<file path="config.mk">
export PLATFORM = sky130hd
export DESIGN_NAME = sweep_scheduler_flat
export DESIGN_NICKNAME = d
export VERILOG_FILES = /design/src/rtl/sweep_scheduler_if.sv /design/src/rtl/sweep_scheduler.sv /design/src/flat_wrapper.sv
export SDC_FILE = /design/constraint.sdc
export NUM_CORES = 1
export LEC_CHECK = 0
export ABC_CLOCK_PERIOD_IN_PS = 3530
export CAP_MARGIN = 5
export CORE_MARGIN = 1
export CORE_UTILIZATION = 35
export DETAILED_ROUTE_END_ITERATION = 7
export HOLD_SLACK_MARGIN = 0.15
export MAX_ROUTING_LAYER = met4
export SYNTH_ARGS = -nofsm -noshare
export SYNTH_HDL_FRONTEND = slang
export SYNTH_SLANG_ARGS = --single-unit
</file>
<file path="constraint.sdc">
create_clock -name Clk -period 3.53 [get_ports Clk]
set_clock_uncertainty 0.15 [all_clocks]
set_input_delay 0.706 -clock Clk [delete_from_list [all_inputs] [get_ports Clk]]
set_output_delay 0.706 -clock Clk [all_outputs]
set_load 0.02 [all_outputs]
</file>
<file path="src/rtl/sweep_scheduler_if.sv">
// Host/VNA/switch-side signal bundle for sweep_scheduler.
// The master modport drives commands and VNA_RDY; the slave modport is the scheduler.
interface sweep_scheduler_if;
  logic       start;
  logic       abort;
  logic [2:0] port_mask;
  logic [7:0] n_sweeps;
  logic       VNA_RDY;
  logic       VNA_TRIG;
  logic       sw_J1;
  logic       sw_J2;
  logic       sw_J3;
  logic       busy;
  logic       done;
  logic       timeout_err;
  logic [1:0] cur_port;
  logic [7:0] sweep_cnt;

  modport master (
    output start, abort, port_mask, n_sweeps, VNA_RDY,
    input  VNA_TRIG, sw_J1, sw_J2, sw_J3, busy, done, timeout_err, cur_port, sweep_cnt
  );

  modport slave (
    input  start, abort, port_mask, n_sweeps, VNA_RDY,
    output VNA_TRIG, sw_J1, sw_J2, sw_J3, busy, done, timeout_err, cur_port, sweep_cnt
  );
endinterface

</file>
<file path="src/rtl/sweep_scheduler.sv">
// Steps the J1/J2/J3 RF switch and VNA trigger through a port mask for n passes.
// Optional macro TRIG_RETRY_EN: one trigger retry per port before declaring a timeout.
module sweep_scheduler #(
  parameter int SETTLE_CYCLES  = 1000,
  parameter int TRIG_HIGH      = 25,
  parameter int TIMEOUT_CYCLES = 10000000,
  parameter int CNT_W          = 24
) (
  input logic              Clk,
  input logic              Rst,
  sweep_scheduler_if.slave bus
);

  typedef enum logic [2:0] {IDLE, SETTLE, TRIG, WAIT_RDY, NEXT} state_t;

  state_t           state_reg, state_next;
  logic [CNT_W-1:0] cnt_reg, cnt_next;
  logic             trig_reg, trig_next;
  logic [1:0]       port_reg, port_next;
  logic [7:0]       sweep_reg, sweep_next;
  logic             done_reg, done_next;
  logic             terr_reg, terr_next;
  logic [2:0]       mask_reg, mask_next;
  logic [7:0]       nsw_reg, nsw_next;
  logic [2:0]       sw_reg, sw_next;
`ifdef TRIG_RETRY_EN
  logic             retry_reg, retry_next;
`endif

  logic rdy_s1_reg, rdy_s2_reg, rdy_s3_reg;
  logic rdy_edge;

  always_ff @(posedge Clk or posedge Rst) begin
    if (Rst) begin
      rdy_s1_reg <= 1'b0;
      rdy_s2_reg <= 1'b0;
      rdy_s3_reg <= 1'b0;
    end else begin
      rdy_s1_reg <= bus.VNA_RDY;
      rdy_s2_reg <= rdy_s1_reg;
      rdy_s3_reg <= rdy_s2_reg;
    end
  end

  assign rdy_edge = rdy_s2_reg & ~rdy_s3_reg;

  function automatic logic [1:0] lowest_set(input logic [2:0] m);
    logic [1:0] r;
    logic       found;
    r     = 2'd0;
    found = 1'b0;
    for (int i = 0; i < 3; i++) begin
      if (!found && m[i]) begin
        r     = 2'(i);
        found = 1'b1;
      end
    end
    return r;
  endfunction

  // Next set bit strictly above p; wraps to the lowest set bit.
  function automatic logic [1:0] next_set(input logic [2:0] m, input logic [1:0] p);
    logic [1:0] r;
    logic       found;
    r     = lowest_set(m);
    found = 1'b0;
    for (int i = 0; i < 3; i++) begin
      if (!found && i > int'(p) && m[i]) begin
        r     = 2'(i);
        found = 1'b1;
      end
    end
    return r;
  endfunction

  logic [1:0] nxt_port;
  logic       wrap;
  logic [7:0] sweep_inc;

  assign nxt_port  = next_set(mask_reg, port_reg);
  assign wrap      = (nxt_port <= port_reg);
  assign sweep_inc = sweep_reg + 8'd1;

  always_comb begin
    state_next = state_reg;
    cnt_next   = cnt_reg;
    trig_next  = trig_reg;
    port_next  = port_reg;
    sweep_next = sweep_reg;
    done_next  = 1'b0;
    terr_next  = terr_reg;
    mask_next  = mask_reg;
    nsw_next   = nsw_reg;
`ifdef TRIG_RETRY_EN
    retry_next = retry_reg;
`endif

    case (state_reg)
      IDLE: begin
        if (bus.start && bus.port_mask != 3'b000) begin
          mask_next  = bus.port_mask;
          nsw_next   = bus.n_sweeps;
          port_next  = lowest_set(bus.port_mask);
          sweep_next = 8'd0;
          terr_next  = 1'b0;
          cnt_next   = '0;
`ifdef TRIG_RETRY_EN
          retry_next = 1'b0;
`endif
          state_next = SETTLE;
        end
      end
      SETTLE: begin
        if (cnt_reg == CNT_W'(SETTLE_CYCLES - 1)) begin
          cnt_next   = '0;
          trig_next  = 1'b1;
          state_next = TRIG;
        end else begin
          cnt_next = cnt_reg + 1'b1;
        end
      end
      TRIG: begin
        if (cnt_reg == CNT_W'(TRIG_HIGH - 1)) begin
          cnt_next   = '0;
          trig_next  = 1'b0;
          state_next = WAIT_RDY;
        end else begin
          cnt_next = cnt_reg + 1'b1;
        end
      end
      WAIT_RDY: begin
        // The edge is tested first so it beats a same-cycle timeout.
        if (rdy_edge) begin
          cnt_next   = '0;
          state_next = NEXT;
        end else if (cnt_reg == CNT_W'(TIMEOUT_CYCLES - 1)) begin
          cnt_next = '0;
`ifdef TRIG_RETRY_EN
          if (!retry_reg) begin
            retry_next = 1'b1;
            trig_next  = 1'b1;
            state_next = TRIG;
          end else begin
            terr_next  = 1'b1;
            done_next  = 1'b1;
            state_next = IDLE;
          end
`else
          terr_next  = 1'b1;
          done_next  = 1'b1;
          state_next = IDLE;
`endif
        end else begin
          cnt_next = cnt_reg + 1'b1;
        end
      end
      NEXT: begin
`ifdef TRIG_RETRY_EN
        retry_next = 1'b0;
`endif
        if (wrap) sweep_next = sweep_inc;
        if (wrap && nsw_reg != 8'd0 && sweep_inc == nsw_reg) begin
          done_next  = 1'b1;
          state_next = IDLE;
        end else begin
          port_next  = nxt_port;
          cnt_next   = '0;
          state_next = SETTLE;
        end
      end
      default: state_next = IDLE;
    endcase

    // Abort overrides everything, including a same-cycle start.
    if (bus.abort && state_reg != IDLE) begin
      state_next = IDLE;
      trig_next  = 1'b0;
      done_next  = 1'b0;
      cnt_next   = '0;
      port_next  = port_reg;
      sweep_next = sweep_reg;
      terr_next  = terr_reg;
    end
  end

  for (genvar gi = 0; gi < 3; gi++) begin : g_sw_decode
    assign sw_next[gi] = (port_next == 2'(gi));
  end

  always_ff @(posedge Clk or posedge Rst) begin
    if (Rst) begin
      state_reg <= IDLE;
      cnt_reg   <= '0;
      trig_reg  <= 1'b0;
      port_reg  <= 2'd0;
      sweep_reg <= 8'd0;
      done_reg  <= 1'b0;
      terr_reg  <= 1'b0;
      mask_reg  <= 3'b000;
      nsw_reg   <= 8'd0;
      sw_reg    <= 3'b001;
`ifdef TRIG_RETRY_EN
      retry_reg <= 1'b0;
`endif
    end else begin
      state_reg <= state_next;
      cnt_reg   <= cnt_next;
      trig_reg  <= trig_next;
      port_reg  <= port_next;
      sweep_reg <= sweep_next;
      done_reg  <= done_next;
      terr_reg  <= terr_next;
      mask_reg  <= mask_next;
      nsw_reg   <= nsw_next;
      sw_reg    <= sw_next;
`ifdef TRIG_RETRY_EN
      retry_reg <= retry_next;
`endif
    end
  end

  assign bus.VNA_TRIG    = trig_reg;
  assign bus.sw_J1       = sw_reg[0];
  assign bus.sw_J2       = sw_reg[1];
  assign bus.sw_J3       = sw_reg[2];
  assign bus.busy        = (state_reg != IDLE);
  assign bus.done        = done_reg;
  assign bus.timeout_err = terr_reg;
  assign bus.cur_port    = port_reg;
  assign bus.sweep_cnt   = sweep_reg;

endmodule

</file>
<file path="src/flat_wrapper.sv">
// flat-port wrapper written by rule: the top's interface ports become plain ports
module sweep_scheduler_flat 
#(
  parameter int SETTLE_CYCLES  = 1000,
  parameter int TRIG_HIGH      = 25,
  parameter int TIMEOUT_CYCLES = 10000000,
  parameter int CNT_W          = 24
)
  (Clk, Rst, bus_start, bus_abort, bus_port_mask, bus_n_sweeps, bus_VNA_RDY, bus_VNA_TRIG, bus_sw_J1, bus_sw_J2, bus_sw_J3, bus_busy, bus_done, bus_timeout_err, bus_cur_port, bus_sweep_cnt);
  sweep_scheduler_if bus_i ();
  input logic Clk;
  input logic Rst;
  input wire logic [$bits(bus_i.start)-1:0] bus_start;
  input wire logic [$bits(bus_i.abort)-1:0] bus_abort;
  input wire logic [$bits(bus_i.port_mask)-1:0] bus_port_mask;
  input wire logic [$bits(bus_i.n_sweeps)-1:0] bus_n_sweeps;
  input wire logic [$bits(bus_i.VNA_RDY)-1:0] bus_VNA_RDY;
  output wire logic [$bits(bus_i.VNA_TRIG)-1:0] bus_VNA_TRIG;
  output wire logic [$bits(bus_i.sw_J1)-1:0] bus_sw_J1;
  output wire logic [$bits(bus_i.sw_J2)-1:0] bus_sw_J2;
  output wire logic [$bits(bus_i.sw_J3)-1:0] bus_sw_J3;
  output wire logic [$bits(bus_i.busy)-1:0] bus_busy;
  output wire logic [$bits(bus_i.done)-1:0] bus_done;
  output wire logic [$bits(bus_i.timeout_err)-1:0] bus_timeout_err;
  output wire logic [$bits(bus_i.cur_port)-1:0] bus_cur_port;
  output wire logic [$bits(bus_i.sweep_cnt)-1:0] bus_sweep_cnt;
  assign bus_i.start = bus_start;
  assign bus_i.abort = bus_abort;
  assign bus_i.port_mask = bus_port_mask;
  assign bus_i.n_sweeps = bus_n_sweeps;
  assign bus_i.VNA_RDY = bus_VNA_RDY;
  assign bus_VNA_TRIG = bus_i.VNA_TRIG;
  assign bus_sw_J1 = bus_i.sw_J1;
  assign bus_sw_J2 = bus_i.sw_J2;
  assign bus_sw_J3 = bus_i.sw_J3;
  assign bus_busy = bus_i.busy;
  assign bus_done = bus_i.done;
  assign bus_timeout_err = bus_i.timeout_err;
  assign bus_cur_port = bus_i.cur_port;
  assign bus_sweep_cnt = bus_i.sweep_cnt;
  sweep_scheduler #(.SETTLE_CYCLES(SETTLE_CYCLES), .TRIG_HIGH(TRIG_HIGH), .TIMEOUT_CYCLES(TIMEOUT_CYCLES), .CNT_W(CNT_W)) u_core (.Clk(Clk), .Rst(Rst), .bus(bus_i));
endmodule
</file>
## After elaboration in Yosys (flattened, before gate mapping)

Cells that the tools add are included.

- Register bits after elaboration: 57
- Input port bits: 16
- Output and inout port bits: 17
- Logic and storage cells: 122

- Add/sub/neg operators: 2
- $lt $le $gt $ge: 3
- Eq/ne operators: 19
- Muxes and demuxes: 51
- Bitwise operators: 3
- Reductions and logical operators: 31

Operator list:

| cell | number |
|---|---|
| 24-bit 2-to-1 mux | 7 |
| 24-bit one-hot mux with 5 select lines | 1 |
| 24-bit by 1-bit adder with 24-bit output (second input constant) | 1 |
| 24-bit by 10-bit equality test with 1-bit output (second input constant) | 1 |
| 24-bit equality test (second input constant) | 1 |
| 24-bit by 5-bit equality test with 1-bit output (second input constant) | 1 |
| 1-bit 2-to-1 mux | 22 |
| 3-bit 2-to-1 mux | 6 |
| 8-bit 2-to-1 mux | 2 |
| 8-bit one-hot mux with 2 select lines | 1 |
| 3-bit one-hot mux with 5 select lines | 1 |
| 2-bit 2-to-1 mux | 7 |
| 1-bit logical AND | 11 |
| 3-bit by 1-bit != test with 1-bit output (second input constant) | 3 |
| 3-bit nonzero test | 3 |
| 8-bit by 1-bit adder with 8-bit output (second input constant) | 1 |
| 8-bit equality test | 1 |
| 4-bit AND reduction | 2 |
| 8-bit nonzero test | 1 |
| 3-bit by 2-bit equality test with 1-bit output (second input constant) | 2 |
| 2-bit by 1-bit != test with 1-bit output (second input constant) | 3 |
| 1-bit one-hot mux with 2 select lines | 3 |
| 3-bit AND reduction | 2 |
| 6-bit nonzero test | 1 |
| 19 further kinds | 25 |

## Longest topological paths before layout

Gate-level depths: netlist of the first run.

- Depth after elaboration: 16
- Gate-level depth with buffers: 13
- Mapped depth without buffers: 11

## Worst setup path before layout of the first run

No wires, ideal clock.

- Path type: reg-to-reg
- From: register u_core.port_reg[0], in the netlist u_core.bus.cur_port[0]
- To: register u_core.cnt_reg[12]
- Library setup time: 0.082 ns
- Arrival time: 2.804 ns
- Data required time: 3.298 ns
- Setup slack: 0.495 ns
- Cell stages (with the launch flop): 14
- Buffers on the path: 2
- Clock period less this slack: 3.035 ns
- Cell sequence: dfrtp_1 > nor2b_1 > o22ai_1 > and2_1 > ha_1 > nor2b_1 > o21ai_0 > nand4_1 > o41ai_1 > nand2_1 > a22o_1 > buf_2 > buf_2 > a31oi_1

- Word-level cells in the longest chain between the ends: 12
- Elaborated cells between the ends (all ways): 14
- Those cells by class: 3 x order compare; 1 x eq/ne; 3 x mux; 7 x reduce/logical

RTL lines:

| what | line | source |
|---|---|---|
| start: declaration | sweep_scheduler.sv:19 | `logic [1:0] port_reg, port_next;` |
| start signal: assignment | sweep_scheduler.sv:209 | `port_reg <= port_next;` |
| 1-bit by 2-bit greater-than comparator with 1-bit output | sweep_scheduler.sv:68 | `if (!found && i > int'(p) && m[i]) begin` |
| 1-bit logical AND | sweep_scheduler.sv:68 |  |
| 1-bit 2-to-1 mux | sweep_scheduler.sv:68 |  |
| 1-bit zero test | sweep_scheduler.sv:68 |  |
| 1-bit logical AND (2 in a row) | sweep_scheduler.sv:68 |  |
| 2-bit 2-to-1 mux | sweep_scheduler.sv:68 |  |
| 2-bit less-or-equal comparator (*) | sweep_scheduler.sv:81 | `assign wrap = (nxt_port <= port_reg);` |
| 1-bit logical AND (*) (2 in a row) | sweep_scheduler.sv:162 | `if (wrap && nsw_reg != 8'd0 && sweep_inc == nsw_reg) begin` |
| 3-bit != test (no source line) (*) | n/a |  |
| 3-bit AND reduction (no source line) (*) | n/a |  |
| end signal: assignment | sweep_scheduler.sv:207 | `cnt_reg <= cnt_next;` |
| end: declaration | sweep_scheduler.sv:17 | `logic [CNT_W-1:0] cnt_reg, cnt_next;` |

Mark *: on every way between the ends. The rest lies on a longest branch, timed or not.
A chain may end at the register's enable or synchronous reset.

## Worst setup path after layout of the first run

- From: register u_core.cnt_reg[17]
- To: register u_core.cnt_reg[11]

- Word-level cells in the longest chain between the ends: 5
- Elaborated cells between the ends (all ways): 9
- Those cells by class: 3 x eq/ne; 6 x mux

RTL lines:

| what | line | source |
|---|---|---|
| 24-bit equality test | sweep_scheduler.sv:136 | `end else if (cnt_reg == CNT_W'(TIMEOUT_CYCLES - 1)) begin` |
| 24-bit 2-to-1 mux | sweep_scheduler.sv:136 |  |
| 24-bit 2-to-1 mux | sweep_scheduler.sv:133 | `if (rdy_edge) begin` |
| 24-bit one-hot mux with 5 select lines (*) | sweep_scheduler.sv:98 | `case (state_reg)` |
| 24-bit 2-to-1 mux (*) | sweep_scheduler.sv:175 | `if (bus.abort && state_reg != IDLE) begin` |

Marked as above.

==> metrics.csv, run 1 <==
metric;value;unit
vias after detailed routing;2787;
FILL cells;869;
GRT Total Usage;0.174;
number of resized instances in the post-cts repair step;0;
accumulated negative setup slack;0;ns
violated checks;DRC;
number of different library cells in the post-synthesis netlist;56;
Crit path largest cell delay;0.58;ns
DR WL/cell;15.0;um
vias per cell;5.60;
proportion of synthesized chip area in sequential cells;0.443;
clock period minus worst slack;3.31;ns
Initial Utilization;0.366;
overall overflow remaining after global route;0;
most common cell in the synthesized netlist;sky130_fd_sc_hd__dfrtp_1;
Port Buffer Count;32;
placed inst area;0.00366;mm^2
Final Hold Viols;0;
share of the synthesized area in the top cell type;0.435;
slew of the pin with the lowest slew margin;0.736;ns
level count of the clock H-tree;3;
I/O pin total;33;
unrepaired setup endpoints after global routing;no;
number of flip-flops under the largest register name;24;
clock sinks;57;
maximum number of pins on one net before global-route repair;58;
standard cell core area;0.00881;mm^2
final number of setup-violating endpoints;0;
Post-synth ARST share;1.00;
max-slew headroom at the worst pin;0.509;
antenna violations before repair;0;
clock latency of the later-clocked register in the worst-skew pair;0.34;ns
Net Count, Synth;371;
Static Leakage;0.00161;uW
CP Capture Type;register;
Pwr Density;587;mW/mm^2
weighted congestion reported at the end of routability-driven placement;0.833;
hold buffers post-CTS;0;
biggest area contributors in the synthesized netlist;sky130_fd_sc_hd__dfrtp_1 43%, sky130_fd_sc_hd__nand2_1 3.7%, sky130_fd_sc_hd__a31oi_1 3.7%;
wire length of the first global-routing pass;12.9;mm
Avg Inst Size Synth;9.21;um^2
largest driver fanout on the critical path;39;
Crit path buffers/inverters;0;
detailed-route wire length;7.47;mm
Max Root-Sink Buffers;2;
DR DRC count;3;
synthesized flop and latch total;57;
vias in the first global route;2599;
clock transition at the register clock pins on the worst setup and hold paths after CTS;0.07;ns
proportion of layout cells with a drive suffix above 1;0.105;
final max-slew violation count;0;
standard cell with the maximum stage delay on the critical path;sky130_fd_sc_hd__or4_1;
Highest Clock Rate;303;MHz
Final period util;0.936;
estimated wirelength of the detail-placed design;5.20;mm
Total Die Area;0.00960;mm^2
die height;98.0;um
clock root cell;sky130_fd_sc_hd__clkbuf_8;
maximum resistive drop on vdd;292;uV
Post-synth EDFFs;0;
cts bufs inserted;9;
post-route antenna net violation count;0;
number of nets in the layout;406;
Row Count;34;
max capacitance violation total;0;
class of the most critical setup path;reg -> reg;
Iter 0 DRT Violations;142;
library cell with the largest summed area after synthesis;sky130_fd_sc_hd__dfrtp_1;
run status;finished, violations left;
horizontal die dimension;98.0;um
most frequent cells after synthesis;56 x sky130_fd_sc_hd__dfrtp_1, 32 x sky130_fd_sc_hd__nand2_1, 27 x sky130_fd_sc_hd__nor2_1;
TritonCTS clock tree;built;
synthesis warning total;0;
Crit path required time;3.59;ns
worst min-delay path category;reg -> reg;
Synth Flop Type;sky130_fd_sc_hd__dfrtp_1;
largest delay contributor family on the critical path;simple AND/OR/NAND/NOR gates;
cells traversed along the worst timing path;or4_1 -> nand4b_4 -> or4_1 -> a31o_1 -> o21a_2 -> and3_1 -> a221o_1;
final cell count without fillers;498;
cells after synthesis;350;
CP startpoint kind;register;
Area Overhead vs Synth;18.9;%
cell area after layout;0.00383;mm^2
Post-Place Cells;482;
summed instance area of the synthesized netlist;0.00322;mm^2
detailed-routing iteration count for the pre-antenna-repair pass;6;
Arrival @ worst endpoint;3.37;ns
buffer count from post-CTS setup fixing;0;
Antenna diodes;0;
cell occurring most often along the worst timing path;sky130_fd_sc_hd__or4_1;
-- layout make-up --
class,count,area [um^2],share of cell area
sequential,57,1430,0.372
timing repair buffer,41,388,0.101
clock buffer,13,159,0.0414
tap,108,135,0.0352
clock inverter,3,15.0,0.00392
multi-input combinational,267,1680,0.437
inverter,9,33.8,0.00881
-- worst paths after layout --
kind / start / to / slack [ns] / depth (start not counted)
setup / recovery: u_core.cnt_reg[17]$_DFFE_PP0P_ / u_core.cnt_reg[11]$_DFFE_PP0P_ / 0.22 / 7
max in group asynchronous: Rst / u_core.mask_reg[0]$_DFFE_PP0P_ / 2.00 / 3
hold reg to reg: u_core.rdy_s1_reg$_DFF_PP0_ / u_core.rdy_s2_reg$_DFF_PP0_ / 0.21 / 0
min in group asynchronous: Rst / u_core.nsw_reg[3]$_DFFE_PP0P_ / 0.74 / 3
setup reg to reg: u_core.cnt_reg[17]$_DFFE_PP0P_ / u_core.cnt_reg[11]$_DFFE_PP0P_ / 0.22 / 7
hold / removal: u_core.rdy_s1_reg$_DFF_PP0_ / u_core.rdy_s2_reg$_DFF_PP0_ / 0.21 / 0
-- layer usage --
layer | global-route usage | share of wire | vias to the layer above
met5 | - | 0 | -
met1 | 0.240 | 0.51 | 1357
li1 | - | - | 1372
met2 | 0.243 | 0.43 | 49
met3 | 0.0322 | 0.043 | 9
met4 | 0.0839 | 0.017 | 0
-- cell usage in the layout, fill, tap and decap left out, drive strengths merged, types with 6 or more instances in the layout --
master         count
a21oi             17
a31oi             19
and3              10
buf                9
clkbuf            13
clkdlybuf4s50     32
dfrtp             56
inv                9
mux2              10
nand2             32
nand2b             8
nand3             19
nor2              27
nor2b              6
nor3              12
o21ai             23
xnor2              7
-- logic make-up after synthesis --
group	count (synthesis)	synth area share
simple gates	146	0.240
compound gates	95	0.195
flops	57	0.443
buf+inv	26	0.0376
mux	11	0.0380
xor+xnor	10	0.0272
fa+ha+maj	5	0.0194
-- worst register-to-register path: cells and delay by family (launching register included) --
kind,cells,cell delay [ns]
and+or+nand+nor,4,1.65
AOI/OAI and AO/OA,3,0.96
DFF,1,0.43
-- power breakdown --
part	switching, uW	internal (uW)
logic	449	369
clock network	262	290
registers	112	769
-- per-stage QoR --
step	total power [uW]	setup WS, ns	util	hold WS (ns)
floorplan	1450	0.495	-	0.181
global placement	1700	0.286	0.416	0.184
detailed placement	1710	0.256	0.416	0.190
CTS	2280	0.240	0.435	0.206
global route	2410	0.103	0.435	0.216
finish	2250	0.224	0.435	0.206
Note: power is estimated with default switching activity, not from simulation.
==> run 2: changes to the inputs <==
--- a/config.mk
+++ b/config.mk
@@ -5,11 +5,14 @@
 export SDC_FILE = /design/constraint.sdc
 export NUM_CORES = 1
 export LEC_CHECK = 0
+export ABC_AREA = 1
 export ABC_CLOCK_PERIOD_IN_PS = 3530
 export CAP_MARGIN = 5
+export CORE_ASPECT_RATIO = 1.4
 export CORE_MARGIN = 1
 export CORE_UTILIZATION = 35
 export DETAILED_ROUTE_END_ITERATION = 7
+export DONT_BUFFER_PORTS = 1
 export HOLD_SLACK_MARGIN = 0.15
 export MAX_ROUTING_LAYER = met4
 export SYNTH_ARGS = -nofsm -noshare
==> run 2 against run 1 <==
The run now ends clean. Synthesized area grew 12%. Final cell count grew 33%. Die area grew 12%. Global-route usage grew 1.6 points. Register-to-register slack gained 0.65 ns. Final area grew 6.3%. Critical path type unchanged. Largest cell class unchanged.
==> metrics.csv, run 2 <==
metric;value;unit
wire length of the first global-routing pass;15.3;mm
Final period util;0.752;
level count of the clock H-tree;3;
Highest Clock Rate;377;MHz
Post-synth EDFFs;0;
CP Capture Point;u_core.cnt_reg[18]$_DFFE_PP0P_;
Total Die Area;0.0107;mm^2
library cell with the largest summed area after synthesis;sky130_fd_sc_hd__dfrtp_1;
Avg Inst Size Synth;7.05;um^2
overall power of the completed layout;2620;uW
Worst Setup SP;u_core.bus.cur_port[0]$_DFF_PP0_;
detailed-route wire length;8.94;mm
final cell count without fillers;660;
pre-CTS setup slack;0.888;ns
estimated wirelength of the detail-placed design;6.80;mm
run status;finished, final reports clean;
unrepaired setup endpoints after global routing;no;
clock period minus worst slack;2.65;ns
Static Leakage;0.00194;uW
maximum number of pins on one net before global-route repair;37;
share of the synthesized area in compound gates (AO/OA/AOI/OAI);0.0867;
post-route antenna net violation count;0;
clock root cell;sky130_fd_sc_hd__clkbuf_16;
antenna violations before repair;0;
multiplexer area fraction after synthesis;0;
placed inst area;0.00377;mm^2
DR DRC count;0;
max-slew headroom at the worst pin;0.500;
simple-gate share of the synthesized area;0.392;
buffer count from post-CTS setup fixing;0;
synthesized flop and latch total;57;
biggest area contributors in the synthesized netlist;sky130_fd_sc_hd__dfrtp_1 39%, sky130_fd_sc_hd__nand2_1 17%, sky130_fd_sc_hd__inv_1 7.3%;
proportion of synthesized chip area in sequential cells;0.396;
cts bufs inserted;9;
largest driver fanout on the critical path;24;
weighted congestion reported at the end of routability-driven placement;0.919;
Iter 0 DRT Violations;162;
vias after detailed routing;3397;
Pwr Density;643;mW/mm^2
Crit path required time;3.64;ns
FF-to-FF path depth;17;
number of flip-flops under the largest register name;24;
Arrival @ worst endpoint;2.76;ns
most common library cell in the layout ignoring fill and taps;sky130_fd_sc_hd__nand2_1;
Initial Utilization;0.362;
internal reg-to-reg setup slack;0.88;ns
summed instance area of the synthesized netlist;0.00361;mm^2
launch instance of the worst register-to-register path;u_core.bus.cur_port[0]$_DFF_PP0_;
Max Root-Sink Buffers;2;
class of the most critical setup path;reg -> reg;
Reg2Reg Capture Point;u_core.cnt_reg[18]$_DFFE_PP0P_;
TritonCTS clock tree;built;
cell area after layout;0.00408;mm^2
CP startpoint kind;register;
Post-synth ARST share;1.00;
number of different library cells in the post-synthesis netlist;36;
final max-slew violation count;0;
number of resized instances in the post-cts repair step;0;
vias per cell;5.15;
Row Count;43;
clock latency of the later-clocked register in the worst-skew pair;0.33;ns
hold buffers post-CTS;0;
Net Count, Synth;533;
horizontal die dimension;87.8;um
Port Buffer Count;0;
Area Overhead vs Synth;13.0;%
accumulated negative setup slack;0;ns
max capacitance violation total;0;
commonest cells after routing, fill and taps aside;161 x sky130_fd_sc_hd__nand2_1, 69 x sky130_fd_sc_hd__inv_1, 56 x sky130_fd_sc_hd__dfrtp_1;
Worst Slack Setup Final;0.875;ns
slew of the pin with the lowest slew margin;0.748;ns
overall overflow remaining after global route;0;
most common cell in the synthesized netlist;sky130_fd_sc_hd__nand2_1;
number of nets in the layout;541;
fraction of synthesized cell area in xor and xnor cells;0.0219;
FILL cells;1030;
Post-Place Cells;644;
most frequent cells after synthesis;161 x sky130_fd_sc_hd__nand2_1, 70 x sky130_fd_sc_hd__inv_1, 56 x sky130_fd_sc_hd__dfrtp_1, 47 x sky130_fd_sc_hd__nand3_1, 34 x sky130_fd_sc_hd__nor2_1;
synthesis warning total;0;
Antenna diodes;0;
detailed-routing iteration count for the pre-antenna-repair pass;5;
I/O pin total;33;
cells after synthesis;512;
GRT Total Usage;0.190;
maximum resistive drop on vdd;262;uV
CP Capture Type;register;
standard cell core area;0.00995;mm^2
worst min-delay path category;reg -> reg;
proportion of layout cells with a drive suffix above 1;0.0914;
die height;122;um
clock sinks;57;
Final Hold Viols;0;
adder-cell share of the synthesized area;0.0173;
Cells on Worst Hold Path;0;
share of the synthesized area in the top cell type;0.388;
Synth Flop Type;sky130_fd_sc_hd__dfrtp_1;
vias in the first global route;3369;
final number of setup-violating endpoints;0;
DR WL/cell;13.5;um
clock transition at the register clock pins on the worst setup and hold paths after CTS;0.06;ns
dominant combinational cell family by area after synthesis;simple AND/OR/NAND/NOR gates;
==> run 2: cell count changes after synthesis, sizes merged, moves of 7 or more <==
| cell | before | now |
|---|---|---|
| a21oi | 17 | 8 |
| a31oi | 19 | 1 |
| and3 | 10 | 1 |
| inv | 9 | 71 |
| mux2 | 10 | 0 |
| nand2 | 32 | 166 |
| nand2b | 8 | 0 |
| nand3 | 19 | 50 |
| nand4 | 4 | 23 |
| nor2 | 27 | 43 |
| xnor2 | 7 | 0 |
==> run 2: kinds of logic (layout without fill, tap and decap cells) <==
| kind of cell | after synthesis | count (layout) |
|---|---|---|
| flip-flops | 57 | 57 |
| AND/OR/NAND/NOR | 309 | 309 |
| XOR/XNOR | 9 | 9 |
| buffers and inverters | 79 | 92 |
| adder cells (fa/ha/maj) | 5 | 5 |
| AO/OA/AOI/OAI | 53 | 53 |
==> run 2: through the flow <==
step,utilization,hold WS (ns)
global placement,0.379,0.185
floorplan,-,0.181
detailed placement,0.379,0.197
CTS,0.409,0.213
finish,0.409,0.211
global route,0.409,0.224
==> run 2: cell type report <==
cell class / count / area (um^2) / area share
sequential: 57 / 1430 / 0.350
multi-input combinational: 376 / 1870 / 0.459
clock buffer: 9 / 225 / 0.0553
inverter: 71 / 267 / 0.0654
tap: 135 / 169 / 0.0414
timing repair buffer: 5 / 37.5 / 0.00921
clock inverter: 7 / 77.6 / 0.0190
==> run 2: critical path, cell delays in order, from the launching register on <==
cell and delay, ns:
sky130_fd_sc_hd__dfrtp_1 0.47, sky130_fd_sc_hd__inv_1 0.12, sky130_fd_sc_hd__nand2_1 0.07, sky130_fd_sc_hd__a32o_1 0.23, sky130_fd_sc_hd__ha_1 0.29, sky130_fd_sc_hd__nand2_1 0.08, sky130_fd_sc_hd__nand2_1 0.06, sky130_fd_sc_hd__nand2_1 0.07
sky130_fd_sc_hd__nand3_1 0.07, sky130_fd_sc_hd__nor2_1 0.09, sky130_fd_sc_hd__nand3_1 0.07, sky130_fd_sc_hd__nor2_1 0.15, sky130_fd_sc_hd__nand3_2 0.11, sky130_fd_sc_hd__o21ai_2 0.10, sky130_fd_sc_hd__nand2_2 0.07, sky130_fd_sc_hd__nand2_4 0.22
sky130_fd_sc_hd__nand2_1 0.08, sky130_fd_sc_hd__nand2_1 0.07
==> run 2: how the worst min path moves through the flow <==
stage | startpoint | to | slack, ns
after CTS | u_core.rdy_s1_reg$_DFF_PP0_ | u_core.rdy_s2_reg$_DFF_PP0_ | 0.21
after global placement | u_core.rdy_s1_reg$_DFF_PP0_ | u_core.rdy_s2_reg$_DFF_PP0_ | 0.18
after floorplan | u_core.rdy_s1_reg$_DFF_PP0_ | u_core.rdy_s2_reg$_DFF_PP0_ | 0.18
after detailed placement | u_core.rdy_s1_reg$_DFF_PP0_ | u_core.rdy_s2_reg$_DFF_PP0_ | 0.20
final | u_core.rdy_s1_reg$_DFF_PP0_ | u_core.rdy_s2_reg$_DFF_PP0_ | 0.21
after global routing | u_core.rdy_s1_reg$_DFF_PP0_ | u_core.rdy_s2_reg$_DFF_PP0_ | 0.22
==> run 2: power breakdown <==
group          total (uW)  leakage [uW]  internal [uW]  switching, uW
logic                 869       0.00103            249            620
registers             878      0.000761            766            112
clock network         875      0.000146            551            323
==> run 2: routing by layer <==
metal / vias to the layer above / share of wire / GRT usage
met4: 0 / 0.028 / 0.0953
met5: - / 0 / -
li1: 1705 / - / -
met3: 23 / 0.036 / 0.0379
met2: 91 / 0.53 / 0.332
met1: 1578 / 0.41 / 0.200
